`src/rtl/vga_mode_ctrl.sv`:
```
// ---------------------------------------------------------------------------
// vga_mode_ctrl
//
// Sequences a display-mode change for a VGA pipeline:
//   1. accept a mode request while idle (one-cycle ack),
//   2. if video is running, let the current frame finish, then blank video,
//   3. strobe the resolution memory to load the new mode's timing set,
//   4. wait for the memory to signal the load (its valid bit toggles),
//   5. wait for the pixel-clock generator to lock,
//   6. restart the timing generator and re-enable video.
// After reset the controller runs the same load sequence for DEFAULT_MODE.
//
// Optional feature: define VGA_MODE_CTRL_LOCK_TIMEOUT_EN to bound the lock
// wait by LOCK_TIMEOUT cycles; on expiry err_o is set and the controller
// returns to idle with video left disabled. Without the macro the lock wait
// is unbounded, LOCK_TIMEOUT does not exist and err_o is tied low.
//
// Parameters
//   DEFAULT_MODE  resolution loaded after reset
//   LOCK_TIMEOUT  lock-wait bound in cycles (macro builds only)
//
// Ports
//   clk_i         clock, all logic on the rising edge
//   rst_i         synchronous active-high reset
//   mode_req_i    mode-change request, held by the requester until acked
//   mode_i        requested mode, valid with mode_req_i
//   mode_ack_o    one-cycle pulse: request accepted
//   busy_o        high whenever the controller is not idle
//   frame_end_i   one-cycle pulse on the last pixel of a frame
//   res_req_o     load strobe to the resolution memory
//   res_mode_o    mode index presented to the resolution memory
//   res_valid_i   resolution-memory valid, toggles once per load strobe
//   pll_lock_i    pixel-clock lock, already synchronised to clk_i
//   timing_en_o   enables the timing generator and video output
//   timing_rst_o  one-cycle restart pulse to the timing generator
//   cur_mode_o    mode currently displayed
//   err_o         sticky lock-timeout flag
// ---------------------------------------------------------------------------
`timescale 1ns/1ps

package vga_mode_pkg;
    typedef enum logic [2:0] {
        VGA_RES_640_480   = 3'd0,
        VGA_RES_800_600   = 3'd1,
        VGA_RES_1024_768  = 3'd2,
        VGA_RES_1280_720  = 3'd3,
        VGA_RES_1280_1024 = 3'd4,
        VGA_RES_1920_1080 = 3'd5
    } resolution_e;
endpackage

module vga_mode_ctrl
    import vga_mode_pkg::*;
#(
    parameter resolution_e DEFAULT_MODE = VGA_RES_800_600
`ifdef VGA_MODE_CTRL_LOCK_TIMEOUT_EN
    ,
    parameter int unsigned LOCK_TIMEOUT = 1024
`endif
) (
    input  logic        clk_i,
    input  logic        rst_i,
    input  logic        mode_req_i,
    input  resolution_e mode_i,
    output logic        mode_ack_o,
    output logic        busy_o,
    input  logic        frame_end_i,
    output logic        res_req_o,
    output resolution_e res_mode_o,
    input  logic        res_valid_i,
    input  logic        pll_lock_i,
    output logic        timing_en_o,
    output logic        timing_rst_o,
    output resolution_e cur_mode_o,
    output logic        err_o
);

    // Each state's actions take effect on the clock edge that leaves it, so
    // the cycle after reset (state LOAD) is the one that issues the boot load
    // and the reset cycle itself never strobes the memory.
    typedef enum logic [2:0] {
        S_IDLE       = 3'd0,
        S_WAIT_FRAME = 3'd1,
        S_LOAD       = 3'd2,
        S_WAIT_VALID = 3'd3,
        S_WAIT_LOCK  = 3'd4,
        S_RESTART    = 3'd5
    } state_e;

    state_e      state_reg;
    logic        busy_reg;
    logic        ack_reg;
    logic        res_req_reg;
    logic        timing_en_reg;
    logic        timing_rst_reg;
    logic        exp_valid_reg;
    resolution_e pend_mode_reg;
    resolution_e cur_mode_reg;

`ifdef VGA_MODE_CTRL_LOCK_TIMEOUT_EN
    // Counter runs 0 .. LOCK_TIMEOUT-1; the edge at which it holds the
    // terminal value is the LOCK_TIMEOUT-th cycle spent without lock.
    localparam int CNT_W = (LOCK_TIMEOUT > 1) ? $clog2(LOCK_TIMEOUT) : 1;
    localparam logic [CNT_W-1:0] CNT_LAST = CNT_W'(LOCK_TIMEOUT - 1);

    logic [CNT_W-1:0] lock_cnt_reg;
    logic             err_reg;
`endif

    always_ff @(posedge clk_i) begin
        if (rst_i) begin
            state_reg      <= S_LOAD;
            busy_reg       <= 1'b1;
            ack_reg        <= 1'b0;
            res_req_reg    <= 1'b0;
            timing_en_reg  <= 1'b0;
            timing_rst_reg <= 1'b0;
            exp_valid_reg  <= 1'b0;
            pend_mode_reg  <= DEFAULT_MODE;
            cur_mode_reg   <= DEFAULT_MODE;
`ifdef VGA_MODE_CTRL_LOCK_TIMEOUT_EN
            lock_cnt_reg   <= '0;
            err_reg        <= 1'b0;
`endif
        end else begin
            // Pulse outputs default low; a state raises them for one cycle.
            ack_reg        <= 1'b0;
            res_req_reg    <= 1'b0;
            timing_rst_reg <= 1'b0;

            case (state_reg)
                S_IDLE: begin
                    if (mode_req_i) begin
                        ack_reg       <= 1'b1;
                        pend_mode_reg <= mode_i;
`ifdef VGA_MODE_CTRL_LOCK_TIMEOUT_EN
                        err_reg       <= 1'b0;
`endif
                        // Re-requesting the mode already on screen is only
                        // a no-op while video runs; with video stopped (e.g.
                        // after a lock timeout) it retries the load.
                        if (mode_i == cur_mode_reg && timing_en_reg) begin
                            state_reg <= S_IDLE;
                        end else if (timing_en_reg) begin
                            state_reg <= S_WAIT_FRAME;
                            busy_reg  <= 1'b1;
                        end else begin
                            state_reg <= S_LOAD;
                            busy_reg  <= 1'b1;
                        end
                    end
                end

                S_WAIT_FRAME: begin
                    // Switch only at a frame boundary so the visible frame
                    // is never torn; video is blanked from here on.
                    if (frame_end_i) begin
                        timing_en_reg <= 1'b0;
                        state_reg     <= S_LOAD;
                    end
                end

                S_LOAD: begin
                    res_req_reg   <= 1'b1;
                    exp_valid_reg <= res_valid_i;
                    state_reg     <= S_WAIT_VALID;
                end

                S_WAIT_VALID: begin
                    // The memory acknowledges a load by toggling valid, so a
                    // change relative to the captured level marks completion.
                    if (res_valid_i != exp_valid_reg) begin
                        state_reg    <= S_WAIT_LOCK;
`ifdef VGA_MODE_CTRL_LOCK_TIMEOUT_EN
                        lock_cnt_reg <= '0;
`endif
                    end
                end

                S_WAIT_LOCK: begin
                    if (pll_lock_i) begin
                        state_reg <= S_RESTART;
                    end
`ifdef VGA_MODE_CTRL_LOCK_TIMEOUT_EN
                    else if (lock_cnt_reg == CNT_LAST) begin
                        // Give up: video stays off and the displayed mode is
                        // left as it was, so a later request can retry.
                        err_reg   <= 1'b1;
                        state_reg <= S_IDLE;
                        busy_reg  <= 1'b0;
                    end else begin
                        lock_cnt_reg <= lock_cnt_reg + CNT_W'(1);
                    end
`endif
                end

                S_RESTART: begin
                    timing_rst_reg <= 1'b1;
                    timing_en_reg  <= 1'b1;
                    cur_mode_reg   <= pend_mode_reg;
                    state_reg      <= S_IDLE;
                    busy_reg       <= 1'b0;
                end

                default: begin
                    state_reg <= S_IDLE;
                    busy_reg  <= 1'b0;
                end
            endcase
        end
    end

    assign mode_ack_o   = ack_reg;
    assign busy_o       = busy_reg;
    assign res_req_o    = res_req_reg;
    // The pending mode register doubles as the memory index: it is stable
    // from acceptance until the next request, covering the load strobe.
    assign res_mode_o   = pend_mode_reg;
    assign timing_en_o  = timing_en_reg;
    assign timing_rst_o = timing_rst_reg;
    assign cur_mode_o   = cur_mode_reg;

`ifdef VGA_MODE_CTRL_LOCK_TIMEOUT_EN
    assign err_o = err_reg;
`else
    assign err_o = 1'b0;
`endif

endmodule
```
`config.mk`:
```
export PLATFORM = sky130hd
export DESIGN_NAME = vga_mode_ctrl
export DESIGN_NICKNAME = d
export VERILOG_FILES = /design/src/rtl/vga_mode_ctrl.sv
export SDC_FILE = /design/constraint.sdc
export NUM_CORES = 1
export LEC_CHECK = 0
export BUFFER_PORTS_ARGS = -buffer_cell sky130_fd_sc_hd__buf_2
export CAP_MARGIN = 20
export CORE_MARGIN = 1.5
export CORE_UTILIZATION = 50
export DETAILED_ROUTE_END_ITERATION = 7
export PLACE_DENSITY = 0.75
export SYNTH_ARGS = -nofsm -noshare
export SYNTH_HDL_FRONTEND = slang
export SYNTH_SLANG_ARGS = --single-unit
```
`constraint.sdc`:
```
create_clock -name clk_i -period 2.2 [get_ports clk_i]
set_input_delay 0.22 -clock clk_i [delete_from_list [all_inputs] [get_ports clk_i]]
set_output_delay 0.22 -clock clk_i [all_outputs]
set_load 0.1 [all_outputs]
```
==> metrics <==
clk sinks 15; number of CTS-inserted buffers 3; first-pass GRT wire length 1790 um; CTS HTree Levels 1; Pwr Density 1080 nW/um^2; Worst VDD drop 0.574 mV; FILL cells 126; Post-Layout Cell Count 106; Port Buffers 19; top cells by count, synth 15 x dfxtp_1, 9 x nor2_1, 6 x mux2i_1; die height 40.4 um; combinational share of power 37.9%; DP Worst Slack 862 ps; DR iter-0 viols 10; WHS Path Cells 3; min Tclk post-route 1350 ps; sequential power share 44.5%; core area 1300 sq um; Top FF cell, synth dfxtp_1; worst-case reg-to-reg path depth 3; # IOs 21; Sw Share 43.4%; 1st-pass router iterations 4; Area contributors post-synth dfxtp_1 43%, mux2i_1 8.6%, xor2_1 5.0%, nor2_1 4.8%, nand2b_1 3.6%; WS Path Type flip-flop to flip-flop; Slew Limit Fails 0; Seq/Total Area, Yosys 42.9%; share of post-route cells with drive strength above 1 26.4%; Setup WS post-layout 846 ps; Setup crit start kind flip-flop; outcome finished, final reports clean; DR WL/cell 11.1 um; post-route antenna net violation count 0; Worst Clk Skew 2.97 ps; via count 550; post-CTS setup buffers 0; vias in the first global route 458; GRT overflow 0; Ys Warns 0; hold crit path type input pin to flip-flop; Syn Nets 82; Ant. Diodes 0; share of the synthesized area in the top cell type 42.9%; FF+latch count, synth 15; Clock Path Buffers 2; hold_sp mode_i[0]; area grow syn2layout 15.0%; Cells after DPL 102; final setup violation count 0; DIE WIDTH 40.4 um; root buf cell clkbuf_4; Worst-Skew Late Latency 270 ps; Setup crit end kind flip-flop; FF-to-FF setup slack 850 ps; vias per inst 5.19; hold_buf cts 0; internal power 0.494 mW; final wirelength 1180 um; initial antenna violation count 0; All-Layer GR Usage 16.7%; Hold Crit Endpoint res_mode_o[0]; reg2reg end state_reg[0]; GPL Wtd Cong 0.771; synthesized area 699 sq um; Site Rows 13; Cell Chain, Critical Path xor2_1 -> or4b_1 -> a22o_1; Worst Hold Slack 193 ps; Setup TNS 0 ps; CP max stage delay 530 ps; Yosys cell types 27; number of synthesized flops with an enable pin 0; CTS tree done; crit share post-route 61.5%; initial core utilization 53.8%; static leakage 0.374 nW; dominant cell type by area after synthesis dfxtp_1; post-DP HPWL 869 um; CTS clk-pin slew, worst paths 90 ps; worst r2r src cur_mode_o[1]; WP data arrival 1530 ps; slowest CP cell or4b_1; Post-Syn Instances 73; RSZ-0062 raised after global routing false; Synth Area per Inst 9.58 sq um; sw power 0.379 mW; CTS resizes 0; largest net degree at the start of global routing 14; Max Clk Rate 0.739 GHz; endpoints failing hold 0; required time worst endpoint 2370 ps; part of the power in the clock network 17.6%; Crit Path Max Fanout 3; ys async rst share 0%; residual DRC count 0; Die Area 1630 sq um; Layout Nets 101; most frequent cell after synthesis dfxtp_1; max-cap violations 0
[power by group through the flow]
| stage | Sequential [mW] | Clock [mW] | Combinational [mW] |
|---|---|---|---|
| finish | 0.388 | 0.153 | 0.331 |
| global route | 0.397 | 0.173 | 0.353 |
| CTS | 0.387 | 0.162 | 0.333 |
| detailed placement | 0.393 | 0 | 0.332 |
| global placement | 0.391 | 0 | 0.329 |
| floorplan | 0.486 | 0 | 0.206 |
[cells by family (layout without fill, tap and decap cells)]
logic type      count (synthesis)  in the layout  synth area share (%)
buf+inv                         8             26                  6.62
xor+xnor                        4              4                  5.01
mux                             6              6                  8.59
flops                          15             15                  42.9
simple gates                   26             26                  23.1
compound gates                 13             13                  13.2
other cells                     1              1                 0.536
[metal layers]
layer / GRT usage, % / up-vias / share of wire (%)
li1: - / 286 / -
met1: 21.7 / 248 / 52
met2: 25.0 / 14 / 43
met3: 5.00 / 2 / 4.1
met4: 7.50 / 0 / 0.94
met5: 0 / - / 0
[worst max-delay path by stage]
stage | start | endpoint | cells after the start
floorplan | cur_mode_o[1] | state_reg[0] | 3
global route | state_reg[1] | exp_valid_reg | 3
global placement | mode_i[1] | state_reg[0] | 4
detailed placement | mode_i[1] | state_reg[0] | 4
finish | cur_mode_o[1] | state_reg[0] | 3
CTS | timing_en_o | timing_en_o | 1
[placed cells by master, fill, tap and decap left out, drive strengths merged]
master   count
a22o         1
nand3b       2
xor2         4
nor4         1
buf         19
or4b         1
nor4b        1
nand2        3
o211ai       2
dfxtp       15
nand2b       4
a2111oi      1
and2         2
a211o        1
o21ai        3
nand4b       1
inv          3
clkbuf       4
conb         1
a21oi        3
a211oi       1
nor3b        2
mux2i        6
nor2         9
a21o         1
[final cells by class]
type / instances / area, sq um / share of cell area, %
Inverter: 3 / 11.3 / 1.40
Timing Repair Buffer: 19 / 95.1 / 11.8
Tap cell: 15 / 18.8 / 2.33
Clock buffer: 4 / 26.3 / 3.27
Multi-Input combinational cell: 50 / 353 / 43.9
Sequential cell: 15 / 300 / 37.3
[critical path: cells and delay by family (launching register included)]
| kind | cells | cell delay (ps) |
|---|---|---|
| AO/OA/AOI/OAI | 1 | 220 |
| XOR/XNOR | 1 | 170 |
| flip-flops | 1 | 340 |
| AND/OR/NAND/NOR | 1 | 530 |
[metrics by stage]
step,area (sq um),utilization (%),total power [mW]
floorplan,699,-,0.692
global placement,778,59.8,0.720
detailed placement,778,59.8,0.726
CTS,805,61.8,0.882
global route,805,61.8,0.923
finish,805,61.8,0.873
Note: power is estimated with default switching activity, not from simulation.
